$ cat src/rtl/spi_arb_if.sv
// Bundle of requester and SPI-master signals shared by the two-port SPI arbiter.
// The slave modport is the arbiter's view; the master modport is the view of whatever drives it.
interface spi_arb_if;
    logic       req0, req1;
    logic       wr0, wr1;
    logic [7:0] addr0, addr1;
    logic [7:0] din0, din1;
    logic       ack0, ack1;
    logic [7:0] rdata0, rdata1;
    logic       err0, err1;
    logic       m_wr;
    logic [7:0] m_addr;
    logic [7:0] m_din;
    logic       m_valid;
    logic       m_done;
    logic       m_err;
    logic [7:0] m_dout;

    modport slave (
        input  req0, req1, wr0, wr1, addr0, addr1, din0, din1,
        input  m_done, m_err, m_dout,
        output ack0, ack1, rdata0, rdata1, err0, err1,
        output m_wr, m_addr, m_din, m_valid
    );

    modport master (
        output req0, req1, wr0, wr1, addr0, addr1, din0, din1,
        output m_done, m_err, m_dout,
        input  ack0, ack1, rdata0, rdata1, err0, err1,
        input  m_wr, m_addr, m_din, m_valid
    );
endinterface

$ cat src/rtl/spi_arb.sv
// Two-requester round-robin arbiter in front of a single SPI master, with address
// range rejection (addr > 31) and a downstream completion timeout.
module spi_arb #(
    parameter int unsigned TIMEOUT = 64
) (
    input logic      clk,
    input logic      rst,
    spi_arb_if.slave bus
);
    typedef enum logic [1:0] {IDLE, ISSUE, WAIT, RESP} state_t;

    localparam logic [7:0] CNT_LAST = 8'(TIMEOUT - 2);
    localparam logic [7:0] ADDR_MAX = 8'd31;

    state_t     state;
    logic       last_gnt;
    logic       win;
    logic [7:0] cnt;
    logic       lat_wr;
    logic [7:0] lat_addr;
    logic [7:0] lat_din;
    logic [7:0] res_data;
    logic       res_err;

    logic       pick;
    logic       pick_wr;
    logic [7:0] pick_addr;
    logic [7:0] pick_din;

    // With both requesting, the port not granted last wins; otherwise the lone requester wins.
    always_comb begin
        pick = 1'b0;
        if (bus.req0 && bus.req1)
            pick = ~last_gnt;
        else if (bus.req1)
            pick = 1'b1;
        pick_wr   = pick ? bus.wr1   : bus.wr0;
        pick_addr = pick ? bus.addr1 : bus.addr0;
        pick_din  = pick ? bus.din1  : bus.din0;
    end

    // NOTE: non-blocking assignments throughout so every register samples pre-edge values.
    always_ff @(posedge clk) begin
        if (rst) begin
            state      <= IDLE;
            last_gnt   <= 1'b1;
            win        <= 1'b0;
            cnt        <= '0;
            lat_wr     <= 1'b0;
            lat_addr   <= '0;
            lat_din    <= '0;
            res_data   <= '0;
            res_err    <= 1'b0;
            bus.ack0   <= 1'b0;
            bus.ack1   <= 1'b0;
            bus.rdata0 <= '0;
            bus.rdata1 <= '0;
            bus.err0   <= 1'b0;
            bus.err1   <= 1'b0;
            bus.m_wr   <= 1'b0;
            bus.m_addr <= '0;
            bus.m_din  <= '0;
            bus.m_valid <= 1'b0;
        end else begin
            // NOTE: acks default low every cycle, so they can only ever be one-cycle pulses.
            bus.ack0 <= 1'b0;
            bus.ack1 <= 1'b0;

            case (state)
                IDLE: begin
                    if (bus.req0 || bus.req1) begin
                        win      <= pick;
                        lat_wr   <= pick_wr;
                        lat_addr <= pick_addr;
                        lat_din  <= pick_din;
                        if (pick_addr > ADDR_MAX) begin
                            res_err  <= 1'b1;
                            res_data <= '0;
                            state    <= RESP;
                        end else begin
                            state <= ISSUE;
                        end
                    end
                end

                ISSUE: begin
                    bus.m_valid <= 1'b1;
                    bus.m_wr    <= lat_wr;
                    bus.m_addr  <= lat_addr;
                    bus.m_din   <= lat_din;
                    cnt         <= '0;
                    state       <= WAIT;
                end

                WAIT: begin
                    cnt <= cnt + 8'd1;
                    if (bus.m_done) begin
                        res_err     <= bus.m_err;
                        res_data    <= lat_wr ? 8'h00 : bus.m_dout;
                        bus.m_valid <= 1'b0;
                        state       <= RESP;
                    end else if (cnt == CNT_LAST) begin
                        // Counter is about to read TIMEOUT-1 with no completion: give up.
                        res_err     <= 1'b1;
                        res_data    <= '0;
                        bus.m_valid <= 1'b0;
                        state       <= RESP;
                    end
                end

                RESP: begin
                    if (win) begin
                        bus.ack1   <= 1'b1;
                        bus.rdata1 <= res_data;
                        bus.err1   <= res_err;
                    end else begin
                        bus.ack0   <= 1'b1;
                        bus.rdata0 <= res_data;
                        bus.err0   <= res_err;
                    end
                    bus.m_valid <= 1'b0;
                    last_gnt    <= win;
                    cnt         <= '0;
                    state       <= IDLE;
                end

                default: state <= IDLE;
            endcase
        end
    end
endmodule
$ cat src/flat_wrapper.sv
// flat-port wrapper written by rule: the top's interface ports become plain ports
module spi_arb_flat 
#(
    parameter int unsigned TIMEOUT = 64
)
  (clk, rst, bus_req0, bus_req1, bus_wr0, bus_wr1, bus_addr0, bus_addr1, bus_din0, bus_din1, bus_m_done, bus_m_err, bus_m_dout, bus_ack0, bus_ack1, bus_rdata0, bus_rdata1, bus_err0, bus_err1, bus_m_wr, bus_m_addr, bus_m_din, bus_m_valid);
  spi_arb_if bus_i ();
  input logic clk;
  input logic rst;
  input wire logic [$bits(bus_i.req0)-1:0] bus_req0;
  input wire logic [$bits(bus_i.req1)-1:0] bus_req1;
  input wire logic [$bits(bus_i.wr0)-1:0] bus_wr0;
  input wire logic [$bits(bus_i.wr1)-1:0] bus_wr1;
  input wire logic [$bits(bus_i.addr0)-1:0] bus_addr0;
  input wire logic [$bits(bus_i.addr1)-1:0] bus_addr1;
  input wire logic [$bits(bus_i.din0)-1:0] bus_din0;
  input wire logic [$bits(bus_i.din1)-1:0] bus_din1;
  input wire logic [$bits(bus_i.m_done)-1:0] bus_m_done;
  input wire logic [$bits(bus_i.m_err)-1:0] bus_m_err;
  input wire logic [$bits(bus_i.m_dout)-1:0] bus_m_dout;
  output wire logic [$bits(bus_i.ack0)-1:0] bus_ack0;
  output wire logic [$bits(bus_i.ack1)-1:0] bus_ack1;
  output wire logic [$bits(bus_i.rdata0)-1:0] bus_rdata0;
  output wire logic [$bits(bus_i.rdata1)-1:0] bus_rdata1;
  output wire logic [$bits(bus_i.err0)-1:0] bus_err0;
  output wire logic [$bits(bus_i.err1)-1:0] bus_err1;
  output wire logic [$bits(bus_i.m_wr)-1:0] bus_m_wr;
  output wire logic [$bits(bus_i.m_addr)-1:0] bus_m_addr;
  output wire logic [$bits(bus_i.m_din)-1:0] bus_m_din;
  output wire logic [$bits(bus_i.m_valid)-1:0] bus_m_valid;
  assign bus_i.req0 = bus_req0;
  assign bus_i.req1 = bus_req1;
  assign bus_i.wr0 = bus_wr0;
  assign bus_i.wr1 = bus_wr1;
  assign bus_i.addr0 = bus_addr0;
  assign bus_i.addr1 = bus_addr1;
  assign bus_i.din0 = bus_din0;
  assign bus_i.din1 = bus_din1;
  assign bus_i.m_done = bus_m_done;
  assign bus_i.m_err = bus_m_err;
  assign bus_i.m_dout = bus_m_dout;
  assign bus_ack0 = bus_i.ack0;
  assign bus_ack1 = bus_i.ack1;
  assign bus_rdata0 = bus_i.rdata0;
  assign bus_rdata1 = bus_i.rdata1;
  assign bus_err0 = bus_i.err0;
  assign bus_err1 = bus_i.err1;
  assign bus_m_wr = bus_i.m_wr;
  assign bus_m_addr = bus_i.m_addr;
  assign bus_m_din = bus_i.m_din;
  assign bus_m_valid = bus_i.m_valid;
  spi_arb #(.TIMEOUT(TIMEOUT)) u_core (.clk(clk), .rst(rst), .bus(bus_i));
endmodule
$ cat config.mk
export PLATFORM = sky130hd
export DESIGN_NAME = spi_arb_flat
export DESIGN_NICKNAME = d
export VERILOG_FILES = /design/src/rtl/spi_arb_if.sv /design/src/rtl/spi_arb.sv /design/src/flat_wrapper.sv
export SDC_FILE = /design/constraint.sdc
export NUM_CORES = 1
export LEC_CHECK = 0
export ABC_AREA = 0
export CORE_AREA = 2 2 81 83
export DETAILED_ROUTE_END_ITERATION = 8
export DIE_AREA = 0 0 83 85
export PLACE_DENSITY = 0.78
export SLEW_MARGIN = 20
export SYNTH_ARGS = -nofsm -noshare
export SYNTH_HDL_FRONTEND = slang
export SYNTH_SLANG_ARGS = --single-unit
$ cat constraint.sdc
create_clock -name clk -period 2.9 [get_ports clk]
set_clock_uncertainty 0.05 [all_clocks]
set_input_delay 0.58 -clock clk [delete_from_list [all_inputs] [get_ports clk]]
set_output_delay 0.58 -clock clk [all_outputs]
set_load 0.03 [all_outputs]
==> impl_results.md, run 1 <==
- RSZ-0062 raised after global routing: no
- Switching pwr: 0.001077 W
- Clock sinks: 76
- TritonCTS Buffers: 9
- Setup CP Type: reg2reg
- Initial DRT Pass Iterations: 4
- Grt ovf: 0
- # port buffers: 85
- Area Overhead vs Synth: 37.22%
- Drt wl/cell: 13.51 um
- Startpoint types: register
- Max FO, Critical Path: 8
- Hold_buf cts: 0
- Leakage: 1.552 nW
- Dpl hpwl: 4.727 mm
- Post-layout min period: 2.111 ns
- Required time worst endpoint: 3.14 ns
- Total GRT Usage: 0.1977
- CP Capture Type: register
- Synth unique cells: 41
- Slew headroom: 0.5749
- Starting DRT DRC Count: 108
- GPL Wtd Cong: a little under 0.8
- Combinational power share: 0.310
- Full die area: between 7000 and 8000 um2
- Final Max Slew Viols: 0
- Final instance count without filler cells: 482
- Total number of vias: 2481
- Net Sw Frac: 0.3199
- DRC Markers: 0
- Antenna violations before repair: 0
- Max VDD drop: 494.7 uV
- I/O pin cnt: 86
- ANT cells: 0
- Clock latency on the worst-skew pair: between 0.3 and 0.4 ns
- Period utilization: 0.7278
- Asr flop ratio synth: 0
- Vias in the first global route: between 2000 and 2500
- Die X: 83 um
- Seq pwr share: 0.401
- Worst Path Arrival: 2.35 ns
- Vias per inst: between 5 and 6
- Clock power share: 0.289
- Flop-to-flop setup slack: around 0.79 ns
- Routed WL: 6.511 mm
- Total core area: 6205 um2
- Clock tree buffer depth: 2
- Inst Count DP: 466
- Rows: 29
- Synthesized instance count: 320
- Syn Std Cell Area: around 3000 um2
- Root buf cell: clkbuf_8
- Layout cell share with drive strength beyond 1: 0.07160
- Starting Density: 0.4924
- H-tree levels: 3
- Syn Nets: approximately 380
- Final #Nets: 455
- Clock slew seen by the registers of the worst setup and hold paths: 0.08 ns
- Layout fillers: about 500
- Post_cts resized: 0
- Post-synthesis sequential area ratio: 0.4980
- Yosys reg bits: 76
- Top FF cell, synth: dfxtp_1
- Final setup vio count: 0
- Measured slew at the worst slew-check pin: 0.6363 ns
- Post-synth EDFFs: 0
- Die Ht: about 85 um
- First-pass GRT wire length: 11.26 mm
- Setup TNS: 0 ns
- Max Fclk: 0.4738 GHz
- Total number of yosys warnings: 0
- Routed Antenna Nets: 0
- Max Cap Violations: 0
- Largest net degree at the start of global routing: between 40 and 50
- Post-CTS setup buffer count: 0
- TritonCTS clock tree: done
- P per Cell Area: 803.3 nW/um2
- Outcome: finished clean
- Final Hold Fails: 0
- Cell Int Power: 0.002291 W
- Syn avg cell area: 9.548 um2
- Hold WC Path Type: reg2reg
## synthesized netlist by cell type, types with 2 or more instances
master     n  area, um2
nor3_1     2      10.01
inv_1      6      22.52
nand4_1    2      12.51
a21oi_1   24      120.1
ha_1       7      87.58
clkbuf_1  12      45.04
dfxtp_1   76       1521
nand3_1    4      20.02
a22o_1     8      70.07
a211oi_1  17      127.6
mux2i_1   34      340.3
nand2_1   40      150.1
nand2b_1   3      18.77
buf_2      3      15.01
nor4b_2    2      30.03
nor2_1    48      180.2
nor2b_1    2      12.51
xor2_1     5      43.79
buf_1      3      11.26
## layout make-up
| class | count | area (um2) | area share |
|---|---|---|---|
| inverters | 6 | 22.52 | 0.005372 |
| repair buffers | 90 | 883.3 | 0.2107 |
| flip-flops and latches | 76 | 1521 | 0.3629 |
| clock inverters | 6 | 111.4 | 0.02656 |
| clock buffers | 10 | 137.6 | 0.03283 |
| well taps | 77 | 96.34 | 0.02298 |
| multi-input cells | 217 | 1420 | 0.3387 |
## path summary, 6_finish.rpt
| kind | startpoint | to | cells after the start |
|---|---|---|---|
| max reg2reg | u_core.state[0] | u_core.res_data[6] | 6 |
| max | u_core.state[0] | u_core.res_data[6] | 6 |
| min reg2reg | u_core.bus.rdata1[1] | u_core.bus.rdata1[1] | 2 |
| min | u_core.bus.rdata1[1] | u_core.bus.rdata1[1] | 2 |
## layout by cell type, fill, tap and decap left out, types with 2 or more instances in the layout
cell              n
inv_1             6
clkdlybuf4s50_1  84
ha_1              7
nor4b_2           2
bufinv_16         3
nor3_1            2
a21oi_1          24
dfxtp_1          76
a211oi_1         17
nand4_1           2
nand2_1          40
mux2i_1          34
buf_4             5
a22o_1            8
nor2_1           48
xor2_1            5
nand3_1           4
nor2b_1           2
clkbuf_8         10
nand2b_1          3
## kinds of logic (layout without fill, tap and decap cells)
family	count (synthesis)	in the layout	share of synthesized area
compound gates	60	60	0.1355
xor+xnor	6	6	0.01720
fa+ha+maj	7	7	0.02866
buf+inv	27	112	0.03849
flops	76	76	0.4980
mux	35	35	0.1188
simple gates	109	109	0.1634
## worst max-delay path, cell delays in order (launching register included)
cell	delay, ns
dfxtp_1	0.41
inv_1	0.10
ha_1	0.29
or3b_1	0.33
nand3_1	0.16
nor4b_4	0.49
a22o_1	0.22
## power groups by stage
stage               Combinational, W  Sequential, W  Clock (W)
global placement             0.00103        0.00136          0
detailed placement           0.00105        0.00137          0
CTS                          0.00105        0.00135   0.000994
finish                       0.00104        0.00135   0.000974
floorplan                   0.000665        0.00144          0
global route                 0.00116        0.00138    0.00104
## metal layers
layer	share of wire	wire (um)	global-route usage	vias up
met5	0	0	0	-
met2	0.46	3004	0.3152	85
li1	-	-	-	1262
met4	0.016	107	0.08495	0
met3	0.075	490	0.06420	12
met1	0.45	2909	0.2474	1122
## state kept, by name, indices dropped and copies added (netlist names)
| name | count |
|---|---|
| u_core.cnt | 8 |
| u_core.bus.rdata0 | 8 |
| u_core.bus.m_valid | 1 |
| u_core.bus.err0 | 1 |
| u_core.bus.m_addr | 8 |
| u_core.bus.m_din | 8 |
| u_core.bus.err1 | 1 |
| u_core.res_data | 8 |
| u_core.bus.m_wr | 1 |
| u_core.bus.ack0 | 1 |
| u_core.last_gnt | 1 |
| u_core.lat_din | 8 |
| u_core.res_err | 1 |
| u_core.state | 2 |
| u_core.lat_wr | 1 |
| u_core.bus.ack1 | 1 |
| u_core.bus.rdata1 | 8 |
| u_core.win | 1 |
| u_core.lat_addr | 8 |
## per-stage QoR
stage | total power [W] | hold slack [ns] | util | instance area [um2] | setup slack, ns
final | 0.003368 | 0.4055 | 0.6757 | 4193 | 0.7893
after global routing | 0.003584 | 0.4242 | 0.6757 | 4193 | 0.5598
after CTS | 0.003399 | 0.4079 | 0.6757 | 4193 | 0.7896
after detailed placement | 0.002421 | 0.3976 | 0.6356 | 3944 | 0.4441
after global placement | 0.002390 | 0.3945 | 0.6356 | 3944 | 0.5161
after floorplan | 0.002102 | 0.3948 | - | 3055 | 1.037
Power figures use the tool's default switching activity.
==> run 2, diff against run 1 <==
--- a/config.mk
+++ b/config.mk
@@ -6,10 +6,10 @@
 export NUM_CORES = 1
 export LEC_CHECK = 0
 export ABC_AREA = 0
-export CORE_AREA = 2 2 81 83
+export CORE_AREA = 2 2 84 86
 export DETAILED_ROUTE_END_ITERATION = 8
-export DIE_AREA = 0 0 83 85
-export PLACE_DENSITY = 0.78
+export DIE_AREA = 0 0 86 88
+export PLACE_DENSITY = 0.73
 export SLEW_MARGIN = 20
 export SYNTH_ARGS = -nofsm -noshare
 export SYNTH_HDL_FRONTEND = slang
==> constraint.sdc (replaced) <==
create_clock -name clk -period 1.96 [get_ports clk]
set_clock_uncertainty 0.05 [all_clocks]
set_input_delay 0.392 -clock clk [delete_from_list [all_inputs] [get_ports clk]]
set_output_delay 0.392 -clock clk [all_outputs]
set_load 0.03 [all_outputs]
==> run 2 against run 1 <==
Effect of this change:
- sequential share of layout area is 0.79 points lower
- sequential power increased by 47%
- highest routed layer unchanged
- worst setup slack got worse by 0.67 ns
- total power is 50% higher
- count of clock-buffer cells in the layout is 1 lower
==> impl_results.md, run 2 (same netlist as run 1, synthesis figures left out) <==
- Outcome: finished clean (unchanged)
- Switching pwr: 0.001684 W (was 0.001077 W)
- Layout cell share with drive strength beyond 1: 0.09223 (was 0.07160)
- TritonCTS Buffers: 9 (unchanged)
- ANT cells: 0 (unchanged)
- First-pass GRT wire length: 11.07 mm (was 11.26 mm)
- Die X: 86 um (was 83 um)
- Met2 Wirelength: 3.199 mm (was 3.004 mm)
- Largest net degree at the start of global routing: 42 (was 46)
- Vias in the first global route: 2464 (was 2456)
- Period utilization: 0.9414 (was 0.7278)
- Total number of vias: 2531 (was 2481)
- Full die area: 7568 um2 (was 7055 um2)
- Root buf cell: clkbuf_8 (unchanged)
- Setup CP Type: reg2reg (unchanged)
- Drt wl/cell: 13.64 um (was 13.51 um)
- Slowest cell delay on critical path: 0.41 ns (was 0.49 ns)
- I/O pin cnt: 86 (unchanged)
- TritonCTS clock tree: done (unchanged)
- Die Ht: 88 um (was 85 um)
- Hold WC Path Type: reg2reg (unchanged)
- Placed inst area: 4025 um2 (was 3944 um2)
- P per Cell Area: 1175 nW/um2 (was 803.3 nW/um2)
- Net Sw Frac: 0.3343 (was 0.3199)
- Post-Route M1 WL: 2.903 mm (was 2.909 mm)
- CP top delay family: simple AND/OR/NAND/NOR gates (unchanged)
- CP Capture Type: register (unchanged)
- CP max-delay cell: or3b_4 (was nor4b_4)
- Dpl hpwl: 4.780 mm (was 4.727 mm)
- Routed WL: 6.710 mm (was 6.511 mm)
- Layout fillers: 557 (was 515)
- Slew headroom: 0.5714 (was 0.5749)
- Clock tree buffer depth: 2 (unchanged)
- GPL Wtd Cong: 0.7716 (was 0.7841)
- Max Cap Violations: 0 (unchanged)
- Max FO, Critical Path: 8 (unchanged)
- Cell Int Power: 0.003353 W (was 0.002291 W)
- Max Fclk: 0.5420 GHz (was 0.4738 GHz)
- Final Hold Fails: 0 (unchanged)
- Clock power share: 0.268 (was 0.289)
- Seq pwr share: 0.394 (was 0.401)
- Initial DRT Pass Iterations: 4 (unchanged)
- Clock slew seen by the registers of the worst setup and hold paths: 0.10 ns (was 0.08 ns)
- Clock sinks: 76 (unchanged)
- Total core area: 6644 um2 (was 6205 um2)
- Max VDD drop: 595.4 uV (was 494.7 uV)
- Post-route cell area: 4287 um2 (was 4193 um2)
- Final #Nets: 462 (was 455)
- DR WL met3: 472 um (was 490 um)
- Top Layer Used: met4 (unchanged)
- Final core utilization: 0.6452 (was 0.6757)
- Area Overhead vs Synth: 40.29% (was 37.22%)
- Starting Density: 0.4599 (was 0.4924)
- Final setup vio count: 0 (unchanged)
- Routed Antenna Nets: 0 (unchanged)
- Post-CTS setup buffer count: 0 (unchanged)
- Combinational power share: 0.338 (was 0.310)
- Hold slack: 0.4046 ns (was 0.4055 ns)
- Commonest non-fill, non-tap cell in the layout: clkdlybuf4s50_1 (unchanged)
- Total GRT Usage: 0.1882 (was 0.1977)
- Cell Chain, Critical Path: inv_1 > ha_4 > or3b_4 > nand3_1 > nor4b_4 > buf_4 > a22o_1 (was inv_1 > ha_1 > or3b_1 > nand3_1 > nor4b_4 > a22o_1)
- Worst Path Arrival: 2.05 ns (was 2.35 ns)
- Post-layout min period: 1.845 ns (was 2.111 ns)
- Measured slew at the worst slew-check pin: 0.6416 ns (was 0.6363 ns)
- Final Max Slew Viols: 0 (unchanged)
- Required time worst endpoint: 2.17 ns (was 3.14 ns)
- H-tree levels: 3 (unchanged)
- Vias per inst: 5.144 (was 5.147)
- Startpoint types: register (unchanged)
- Grt ovf: 0 (unchanged)
- RSZ-0062 raised after global routing: no (unchanged)
- Leakage: 1.596 nW (was 1.552 nW)
- Commonest non-fill, non-tap cells in the layout: 84 x clkdlybuf4s50_1, 76 x dfxtp_1, 48 x nor2_1 (unchanged)
- DRC Markers: 0 (unchanged)
- Worst Path Buf+Inv: 2 (was 1)
- # port buffers: 85 (unchanged)
- Total Power: 0.005038 W (was 0.003368 W)
- Rows: 30 (was 29)
- Antenna violations before repair: 0 (unchanged)
- Clock latency on the worst-skew pair: 0.36 ns (was 0.34 ns)
- Starting DRT DRC Count: 132 (was 108)
## run 2: worst paths after layout
kind	startpoint	end	slack [ns]	cells after the start
worst min-delay path	u_core.bus.err1	u_core.bus.err1	0.40	2
worst min register to register	u_core.bus.err1	u_core.bus.err1	0.40	2
worst max register to register	u_core.state[1]	u_core.res_data[4]	0.11	7
worst max-delay path	u_core.state[1]	u_core.res_data[4]	0.11	7
## run 2: cell type report
type,instances,area (um2),share of cell area
Clock buffer,9,123.9,0.02890
Clock inverter,7,102.6,0.02393
Inverter,6,22.52,0.005254
Multi-Input combinational cell,217,1455,0.3395
Sequential cell,76,1521,0.3549
Tap cell,80,100.1,0.02335
Timing Repair Buffer,97,960.9,0.2242
## run 2: per-stage QoR
stage,TNS (ns),instances,setup slack (ns)
detailed placement,-2.160,476,-0.1794
floorplan,0,320,0.1184
CTS,0,492,0.06368
global route,0,492,0.01378
finish,0,492,0.1149
global placement,-1.751,476,-0.1471
## run 2: what timing repair did
action | in CTS | in global routing
resized for setup | 0 | 5
hold buffers | 0 | 0
endpoints found under the hold margin | 0 | 0
endpoints found under the setup margin | 0 | 8
## run 2: worst min-delay path: cells and delay by family, from the launching register on
kind / cells / cell delay [ns]
and+or+nand+nor: 1 / 0.05
DFF: 1 / 0.31
AOI/OAI and AO/OA: 1 / 0.05
## run 2: power groups by stage
stage | Combinational (W) | Clock, W | Sequential, W
global route | 0.00187 | 0.00144 | 0.00202
finish | 0.00170 | 0.00135 | 0.00198
detailed placement | 0.00166 | 0 | 0.00202
CTS | 0.00167 | 0.00139 | 0.00198
global placement | 0.00163 | 0 | 0.00201
floorplan | 0.000983 | 0 | 0.00213
## run 2: per-layer routing
layer / vias up / global-route usage
met5: - / 0
met4: 0 / 0.09668
met3: 13 / 0.05467
met2: 80 / 0.3136
met1: 1160 / 0.2209
li1: 1278 / -
